### config.mk
export PLATFORM = sky130hd
export DESIGN_NAME = fetch_sequencer
export DESIGN_NICKNAME = d
export VERILOG_FILES = /design/src/rtl/fetch_sequencer.sv
export SDC_FILE = /design/constraint.sdc
export NUM_CORES = 1
export LEC_CHECK = 0
export ABC_AREA = 0
export BUFFER_PORTS_ARGS = -buffer_cell sky130_fd_sc_hd__buf_2
export CELL_PAD_IN_SITES_DETAIL_PLACEMENT = 1
export CELL_PAD_IN_SITES_GLOBAL_PLACEMENT = 1
export CORE_MARGIN = 2
export CORE_UTILIZATION = 30
export CTS_CLUSTER_DIAMETER = 30
export DETAILED_ROUTE_END_ITERATION = 7
export GPL_TIMING_DRIVEN = 0
export MAX_ROUTING_LAYER = met4
export PLACE_DENSITY = 0.85
export SYNTH_ARGS = -nofsm -noshare
export SYNTH_HDL_FRONTEND = slang
export SYNTH_SLANG_ARGS = --single-unit
### constraint.sdc
create_clock -name clk -period 3.8 [get_ports clk]
set_input_delay 0 -clock clk [delete_from_list [all_inputs] [get_ports clk]]
set_output_delay 0 -clock clk [all_outputs]
set_load 0.01 [all_outputs]
### src/rtl/fetch_sequencer.sv
// Instruction fetch sequencer: owns the PC, drives program memory and steps the
// core through FETCH/LOAD/EXEC/WRITE, pulsing en_IR once per instruction.
module fetch_sequencer #(
  parameter int                     PC_WIDTH     = 10,
  parameter logic [PC_WIDTH-1:0]    RESET_VECTOR = '0
) (
  input  logic                clk,
  input  logic                rst,
  output logic [PC_WIDTH-1:0] pm_addr,
  input  logic [15:0]         pm_rdata,
  output logic [15:0]         I_fetch,
  output logic                en_IR,
  output logic [1:0]          phase,
  output logic [PC_WIDTH-1:0] pc,
  output logic [PC_WIDTH-1:0] ret_addr,
  input  logic                stall,
  input  logic                branch_take,
  input  logic [PC_WIDTH-1:0] branch_target,
  input  logic                skip_req
);

  typedef enum logic [1:0] {
    FETCH = 2'd0,
    LOAD  = 2'd1,
    EXEC  = 2'd2,
    WRITE = 2'd3
  } phase_t;

  phase_t              r_phase;
  phase_t              w_phaseNext;
  logic [PC_WIDTH-1:0] r_pc;
  logic [PC_WIDTH-1:0] w_pcNext;

  always_ff @(posedge clk or posedge rst) begin
    if (rst) begin
      r_phase <= FETCH;
      r_pc    <= RESET_VECTOR;
    end else begin
      r_phase <= w_phaseNext;
      r_pc    <= w_pcNext;
    end
  end

  // PC only moves on the WRITE->FETCH edge; branch outranks skip.
  always_comb begin
    w_phaseNext = r_phase;
    w_pcNext    = r_pc;
    case (r_phase)
      FETCH: w_phaseNext = LOAD;
      LOAD:  w_phaseNext = EXEC;
      EXEC:  if (!stall) w_phaseNext = WRITE;
      WRITE: begin
        w_phaseNext = FETCH;
        if (branch_take)   w_pcNext = branch_target;
        else if (skip_req) w_pcNext = r_pc + PC_WIDTH'(2);
        else               w_pcNext = r_pc + PC_WIDTH'(1);
      end
      default: w_phaseNext = FETCH;
    endcase
  end

  assign pm_addr  = r_pc;
  assign pc       = r_pc;
  assign ret_addr = r_pc + PC_WIDTH'(1);
  assign I_fetch  = pm_rdata;
  assign en_IR    = (r_phase == LOAD);
  assign phase    = r_phase;

endmodule

==> Implementation_results.wiki, run 1 <==
{| class="wikitable"
! Metric !! Value
|-
| Area of the die || 4350 sq um
|-
| Post-layout net count || 250
|-
| Crit path cell chain || ha_1, nand4_1, nor2_1, nand3_1, xnor2_1, buf_2
|-
| Average routed wire per standard cell || approximately 13 microns
|-
| Length of routed met3 wiring || 279 microns
|-
| WL met1 || 1400 microns
|-
| Cell family with most CP delay || simple AND/OR/NAND/NOR gates
|-
| Setup Skew || 0.00143 ns
|-
| Sink of the worst hold path || pc[2]
|-
| Die boundary width || 65.9 microns
|-
| Final Hold Fails || 0
|-
| Final Core Density || around 43%
|-
| Vias in the first global route || 1164
|-
| Share of post-route cells with drive strength above 1 || 48.6%
|-
| Number of cells in the finished layout apart from fillers || 260
|-
| Number of stages on the worst setup path || 6
|-
| CTS root buffer || sky130_fd_sc_hd__clkbuf_8
|-
| GRT Util Overall || 16.9%
|-
| Multiplexer fraction of the synthesized cell area || around 1.7%
|-
| Clock transition time at the flip-flop clock pins of the worst setup and hold paths || 0.06 ns
|-
| Initial antenna violation count || 0
|-
| Clk buf depth || 2
|-
| Final std cell area, no fill || around 1600 sq um
|-
| Number of clock sinks || 12
|-
| Total setup buffers inserted after CTS || 0
|-
| Synthesized area per cell || 8.05 sq um
|-
| Die Height || between 60 and 70 microns
|-
| Overall overflow remaining after global route || 0
|-
| IR drop worst, VDD || between 0.2 and 0.25 mV
|-
| Clk Latency, worst-skew pair || between 0.2 and 0.3 ns
|-
| Met2 routed wirelength || 1710 microns
|-
| Hold Buf Count CTS || 2
|-
| Area added between synthesis and finish || 39.1%
|-
| Drc violations || 0
|-
| Shortest clock period the worst path allows after layout || 1.83 ns
|-
| Overall power after layout || around 1.3 mW
|-
| Worst hold-check slack || 0.00824 ns
|-
| Number of unique standard cell types used by synthesis || 35
|-
| Total buffers and inverters traversed by the critical path || 1
|-
| Total leakage power || 0.815 nW
|-
| Number of flip-flops and latches in the synthesized netlist || 12
|-
| Top sig layer || met4
|-
| Number of nets with antenna violations after routing || 0
|-
| Via/cell ratio || 4.84
|-
| Post-Synth Adder-Cell Area || 6.52%
|-
| Main combinational cell family by area after synthesis || buffers and inverters
|-
| Post-synthesis instance area || around 1200 sq um
|-
| FILL cells || slightly below 500
|-
| Port buffer count || 63
|-
| Post-synthesis xor/xnor area fraction || 6.09%
|-
| Simple-gate portion of the synthesized area || ~17%
|-
| Post-detailed-placement cell area || about 1500 sq um
|-
| First-pass GRT wire length || 5440 microns
|-
| Depth of the worst hold-timing path || 3
|-
| Critical-path top delay cell || sky130_fd_sc_hd__dfrtp_1
|-
| Headroom to the max-slew limit || between 60 and 70%
|-
| Setup slack of the most critical reg-to-reg path || 2.00 ns
|-
| First-pass DRT Iterations || 4
|-
| Largest net degree at the start of global routing || 13
|-
| Fmax || 547 MHz
|-
| Total instance count after detailed placement || 254
|-
| Worst hold start || branch_target[2]
|-
| Effective utilization at floorplan || 31.2%
|-
| Count of inserted antenna diode cells || 0
|-
| Number of synthesis warnings || 0
|-
| Finish-stage setup viols || 0
|-
| Worst hold-check path type || primary input to flip-flop
|-
| Setup TNS Final || 0 ns
|-
| Post-cts repair resize count || 0
|-
| Most common cell after layout, fill and taps aside || sky130_fd_sc_hd__buf_2
|-
| Cells on worst reg2reg path || 5
|-
| Maximum fanout count along the critical path || 8
|-
| Compound-Gate Fraction of Synth Area || 20.1%
|-
| Core ar. || around 3700 sq um
|-
| DR iter-0 viols || 49
|-
| Leading cell types in the layout, fill and taps excluded || sky130_fd_sc_hd__buf_2 (67), sky130_fd_sc_hd__buf_4 (26), sky130_fd_sc_hd__nand2_1 (13), sky130_fd_sc_hd__a21oi_1 (13), sky130_fd_sc_hd__nor2_1 (13)
|-
| Reg2Reg Launch Point || pc[2]
|-
| Transition time at the pin with the least slew margin || 0.525 ns
|-
| Number of cells produced by synthesis || 143
|-
| Critical Path Max Stage Delay || roughly 0.49 ns
|-
| Crit path DAT || 1.83 ns
|-
| Max-cap violation count || 0
|-
| Required time at the endpoint of the critical path || roughly 3.8 ns
|-
| Vias || 1259
|-
| Outcome || completed
|-
| Post-Synthesis Net Count || 180
|-
| Final slew viol count || 0
|-
| FF-to-FF End || pc[9]
|-
| Number of CTS-inserted buffers || 3
|-
| Post-DP HPWL || 2630 microns
|-
| Final wirelength || 3440 microns
|-
| Worst path setup slack after routing || 1.97 ns
|-
| Number of placement rows || 22
|-
| Routability-driven placement congestion ratio || 0.821
|-
| RSZ-0062 raised after global routing || false
|-
| Worst setup EP type || output port
|-
| CTS tree || yes
|-
| Type of the setup path with the least slack || flip-flop to output port
|-
| # IOs || 80
|-
| Period utilisation layout || 48.1%
|-
| H-tree depth || 1
|-
| Critical path startpoint category || flip-flop
|-
| Worst slack, placed || 2.02 ns
|-
| Areal power density over the cells || between 800 and 900 nW/um^2
|-
| Share of synthesized area occupied by flip-flops and latches || a little over a quarter
|}
[metal layers]
| layer | global-route usage [%] | vias to the layer above |
|---|---|---|
| met3 | 3.58 | 5 |
| met1 | 19.7 | 589 |
| met5 | - | - |
| met2 | 28.3 | 59 |
| li1 | - | 606 |
| met4 | 6.89 | 0 |
[where the power goes]
| group | switching (mW) | internal (mW) | leakage (nW) | total [mW] |
|---|---|---|---|---|
| clock network | 0.0565 | 0.0920 | 0.0288 | 0.149 |
| logic | 0.472 | 0.387 | 0.650 | 0.859 |
| registers | 0.102 | 0.193 | 0.136 | 0.294 |
[cell usage after synthesis]
cell / number / area [sq um]
sky130_fd_sc_hd__buf_4: 26 / 195
sky130_fd_sc_hd__a21oi_1: 13 / 65.1
sky130_fd_sc_hd__nand2_1: 13 / 48.8
sky130_fd_sc_hd__nor2_1: 13 / 48.8
sky130_fd_sc_hd__dfrtp_1: 12 / 300
sky130_fd_sc_hd__o21ai_0: 7 / 35.0
sky130_fd_sc_hd__ha_1: 6 / 75.1
sky130_fd_sc_hd__inv_1: 6 / 22.5
sky130_fd_sc_hd__xnor2_1: 5 / 43.8
sky130_fd_sc_hd__buf_2: 4 / 20.0
sky130_fd_sc_hd__nand3_1: 4 / 20.0
sky130_fd_sc_hd__a31oi_1: 3 / 18.8
sky130_fd_sc_hd__clkbuf_1: 3 / 11.3
sky130_fd_sc_hd__xor2_1: 3 / 26.3
sky130_fd_sc_hd__mux2i_1: 2 / 20.0
sky130_fd_sc_hd__nor4_1: 2 / 12.5
sky130_fd_sc_hd__o31ai_1: 2 / 15.0
sky130_fd_sc_hd__or2b_1: 2 / 15.0
sky130_fd_sc_hd__a211oi_1: 1 / 7.51
sky130_fd_sc_hd__a221o_1: 1 / 10.0
sky130_fd_sc_hd__a221oi_2: 1 / 15.0
sky130_fd_sc_hd__a22o_1: 1 / 8.76
sky130_fd_sc_hd__a311o_1: 1 / 10.0
sky130_fd_sc_hd__buf_6: 1 / 11.3
sky130_fd_sc_hd__nand2b_1: 1 / 6.26
sky130_fd_sc_hd__nand3_2: 1 / 10.0
sky130_fd_sc_hd__nand4_1: 1 / 6.26
sky130_fd_sc_hd__nand4_2: 1 / 12.5
sky130_fd_sc_hd__nor2_2: 1 / 6.26
sky130_fd_sc_hd__o211ai_1: 1 / 7.51
sky130_fd_sc_hd__o211ai_2: 1 / 12.5
sky130_fd_sc_hd__o2bb2ai_1: 1 / 8.76
sky130_fd_sc_hd__o32ai_1: 1 / 8.76
sky130_fd_sc_hd__o41ai_1: 1 / 8.76
sky130_fd_sc_hd__or4_1: 1 / 7.51
[tightest hold or removal path: stages]
cell	delay, ns
sky130_fd_sc_hd__buf_2	0.10
sky130_fd_sc_hd__nand2_1	0.05
sky130_fd_sc_hd__a31oi_1	0.07
[how the worst max path moves through the flow]
stage,to,slack [ns],start
final,ret_addr[9],1.97,pc[2]
after global routing,ret_addr[9],1.80,pc[2]
after CTS,ret_addr[9],1.95,pc[2]
after detailed placement,pc[9],2.02,pc[2]
after global placement,pc[9],2.04,pc[2]
after floorplan,pc[9],2.14,pc[2]
[cells by family after synthesis]
logic type,after synthesis
AOI/OAI and AO/OA,35
buffers and inverters,40
and+or+nand+nor,40
adders and majority gates,6
DFF,12
muxes,2
xor gates and xnor gates,8
[layout make-up]
cell class | instances | area (sq um) | area share [%]
inverter | 6 | 22.5 | 1.41
sequential | 12 | 300 | 18.7
multi-input combinational | 91 | 591 | 36.9
timing repair buffer | 65 | 335 | 20.9
tap | 48 | 60.1 | 3.75
buffer | 34 | 238 | 14.8
clock buffer | 4 | 55.1 | 3.44
[flip-flops by register name, indices dropped and copies added (netlist names)]
name,count
phase,2
pc,10
(Power assumes the default switching activity.)
==> run 2, diff against run 1 <==
Settings changed: ABC_AREA 0 to 1, CORE_UTILIZATION 30 to 27, PLACE_DENSITY 0.85 to 0.78.
Clock period 3.8 ns to 1.8 ns, I/O delays scaled along.
==> Implementation_results.wiki, run 2 <==
{| class="wikitable"
! Metric !! Value
|-
| Clk Latency, worst-skew pair || 0.24 ns
|-
| Critical path startpoint category || flip-flop
|-
| Post-synthesis instance area || approximately 1200 sq um
|-
| Combined flip-flop and latch cell area || 303 sq um
|-
| Count of flip-flops with a built-in enable after synthesis || 0
|-
| First-pass DRT Iterations || 4
|-
| Total leakage power || 0.912 nW
|-
| CTS root buffer || sky130_fd_sc_hd__clkbuf_8
|-
| Drc violations || 0
|-
| Post-Synthesis Net Count || between 200 and 250
|-
| Leading cell types in the layout, fill and taps excluded || sky130_fd_sc_hd__buf_2 (64), sky130_fd_sc_hd__nand2_1 (32), sky130_fd_sc_hd__buf_4 (30), sky130_fd_sc_hd__inv_1 (21), sky130_fd_sc_hd__nand3_1 (15)
|-
| Area of the die || 5000 sq um
|-
| Leading cell types by count after synthesis || sky130_fd_sc_hd__nand2_1 (32), sky130_fd_sc_hd__buf_4 (26), sky130_fd_sc_hd__inv_1 (21)
|-
| Number of cells produced by synthesis || 172
|-
| Clock transition time at the flip-flop clock pins of the worst setup and hold paths || 0.05 ns
|-
| Number of CTS-inserted buffers || 3
|-
| Routability-driven placement congestion ratio || slightly below 0.8
|-
| Fraction of power consumed by sequential logic || between 20% and 30%
|-
| Worst hold-check path type || primary input to flip-flop
|-
| Type of the setup path with the least slack || flip-flop to output port
|-
| Synthesized area per cell || ~7 sq um
|-
| Outcome || completed
|-
| Overall overflow remaining after global route || 0
|-
| Net load switching power || 1.33 mW
|-
| Count of inserted antenna diode cells || 0
|-
| Number of flip-flops and latches in the synthesized netlist || 12
|-
| Port buffer count || 63
|-
| Max-cap violation count || 0
|-
| Finish-stage setup viols || 0
|-
| Max FFs per register || 10
|-
| Worst slack, placed || 0.211 ns
|-
| CTS tree || yes
|-
| Most frequent cell after synthesis || sky130_fd_sc_hd__nand2_1
|-
| Share of synthesized area occupied by flip-flops and latches || 25.0%
|-
| IR drop worst, VDD || ~0.57 mV
|-
| GRT Util Overall || 14.1%
|-
| Number of clock sinks || 12
|-
| Clock Power Share || between 9 and 10%
|-
| Post-layout net count || 282
|-
| Fmax || 602 MHz
|-
| Crit path DAT || 1.66 ns
|-
| Sw frac || 49.5%
|-
| Period utilisation layout || 92.2%
|-
| Final Hold Fails || 0
|-
| Share of post-route cells with drive strength above 1 || 46.1%
|-
| Ys async rst share || 100%
|-
| Die boundary width || 70.7 microns
|-
| Areal power density over the cells || 1610 nW/um^2
|-
| Area fraction of the dominant cell type after synthesis || 25.0%
|-
| Largest net degree at the start of global routing || 13
|-
| Overall power after layout || 2.69 mW
|-
| Combinational fraction of design power || around two thirds
|-
| Effective utilization at floorplan || 27.8%
|-
| Most common cell after layout, fill and taps aside || sky130_fd_sc_hd__buf_2
|-
| First-pass GRT wire length || 5520 microns
|-
| Final slew viol count || 0
|-
| Post-DP HPWL || 2820 microns
|-
| Area added between synthesis and finish || 38.8%
|-
| Number of nets with antenna violations after routing || 0
|-
| RSZ-0062 raised after global routing || false
|-
| # IOs || 80
|-
| FILL cells || approximately 600
|-
| Number of placement rows || 24
|-
| Via/cell ratio || 4.59
|-
| Flip-flop cell with the highest count after synthesis || sky130_fd_sc_hd__dfrtp_1
|-
| Cell type contributing the most total cell area after synthesis || sky130_fd_sc_hd__dfrtp_1
|-
| Internal Pwr Total || 1.36 mW
|-
| DR iter-0 viols || 28
|-
| Worst setup EP type || output port
|-
| Core ar. || 4320 sq um
|-
| Average routed wire per standard cell || 12.3 microns
|-
| Transition time at the pin with the least slew margin || 0.480 ns
|-
| Setup TNS Final || 0 ns
|-
| Multi-input logic area || 618 sq um
|-
| Initial antenna violation count || 0
|-
| Clk buf depth || 2
|-
| Number of unique standard cell types used by synthesis || 28
|-
| Worst path setup slack after routing || around 0.14 ns
|-
| Number of synthesis warnings || 0
|-
| Vias || approximately 1400
|-
| Headroom to the max-slew limit || 68.0%
|-
| Final wirelength || 3640 microns
|-
| Vias in the first global route || 1219
|-
| Shortest clock period the worst path allows after layout || around 1.7 ns
|-
| H-tree depth || 1
|-
| Maximum fanout count along the critical path || 8
|-
| Required time at the endpoint of the critical path || 1.80 ns
|-
| Leading post-synthesis cells by cell area || sky130_fd_sc_hd__dfrtp_1 (25%), sky130_fd_sc_hd__buf_4 (16%), sky130_fd_sc_hd__nand2_1 (10%)
|-
| Setup Skew || 0.00201 ns
|-
| Die Height || just over 70 microns
|}
run 2: stage by stage:
step                std cells  hold WS (ns)  utilization [%]  area [sq um]
finish                    295        0.0113             38.6          1670
global route              295        0.0245             38.6          1670
CTS                       291        0.0135             37.8          1640
detailed placement        287        0.0471             36.6          1580
global placement          287        0.0433             36.6          1580
floorplan                 172        -0.135                -          1200
run 2: kinds of logic after synthesis:
| family | after synthesis | share of synthesized area [%] |
|---|---|---|
| AO/OA/AOI/OAI | 25 | 12.4 |
| XOR/XNOR | 6 | 4.37 |
| adder cells (fa/ha/maj) | 6 | 6.24 |
| buffers and inverters | 50 | 23.8 |
| flip-flops | 12 | 25.0 |
| AND/OR/NAND/NOR | 73 | 28.2 |
run 2: power groups by stage:
stage	combinational, mW	clock (mW)	sequential (mW)
after CTS	1.75	0.254	0.682
after detailed placement	1.73	0	0.680
final	1.80	0.244	0.648
after floorplan	1.10	0	0.674
after global routing	2.02	0.267	0.686
after global placement	1.70	0	0.675
run 2: path summary, 6_finish.rpt:
path	end	slack [ns]	startpoint	depth (start not counted)
max	ret_addr[6]	0.14	pc[0]	6
min	pc[0]	0.01	branch_target[0]	3
max reg2reg	pc[7]	0.19	pc[1]	10
min reg2reg	pc[2]	0.53	pc[2]	2
max in group asynchronous	pc[1]	1.14	rst	3
min in group asynchronous	pc[3]	0.31	rst	3
run 2: critical path: stages, from the launching register on:
cell and delay [ns]:
sky130_fd_sc_hd__dfrtp_1 0.54, sky130_fd_sc_hd__ha_1 0.27, sky130_fd_sc_hd__inv_1 0.06, sky130_fd_sc_hd__nor2_2 0.14, sky130_fd_sc_hd__nand3_1 0.10, sky130_fd_sc_hd__and2_1 0.17
sky130_fd_sc_hd__buf_2 0.13
run 2: per-layer routing:
layer,GRT usage (%),share of wire [%]
met2,23.1,51
met1,17.7,43
met4,2.52,0.58
met3,3.70,5.6
met5,-,0
run 2: timing repair:
action / in CTS / in global routing
buffers inserted: 0 / 4
hold buffers: 1 / 0
hold endpoints to repair: 12 / 0
pin swaps: 0 / 1
resized for setup: 2 / 1
endpoints found under the setup margin: 1 / 1
run 2: layout make-up:
| type | count | area share, % |
|---|---|---|
| multi-input cells | 110 | 37.0 |
| repair buffers | 68 | 21.3 |
| flip-flops and latches | 12 | 18.1 |
| plain buffers | 28 | 12.2 |
| inverters | 22 | 4.95 |
| well taps | 52 | 3.90 |
| clock buffers | 3 | 2.47 |
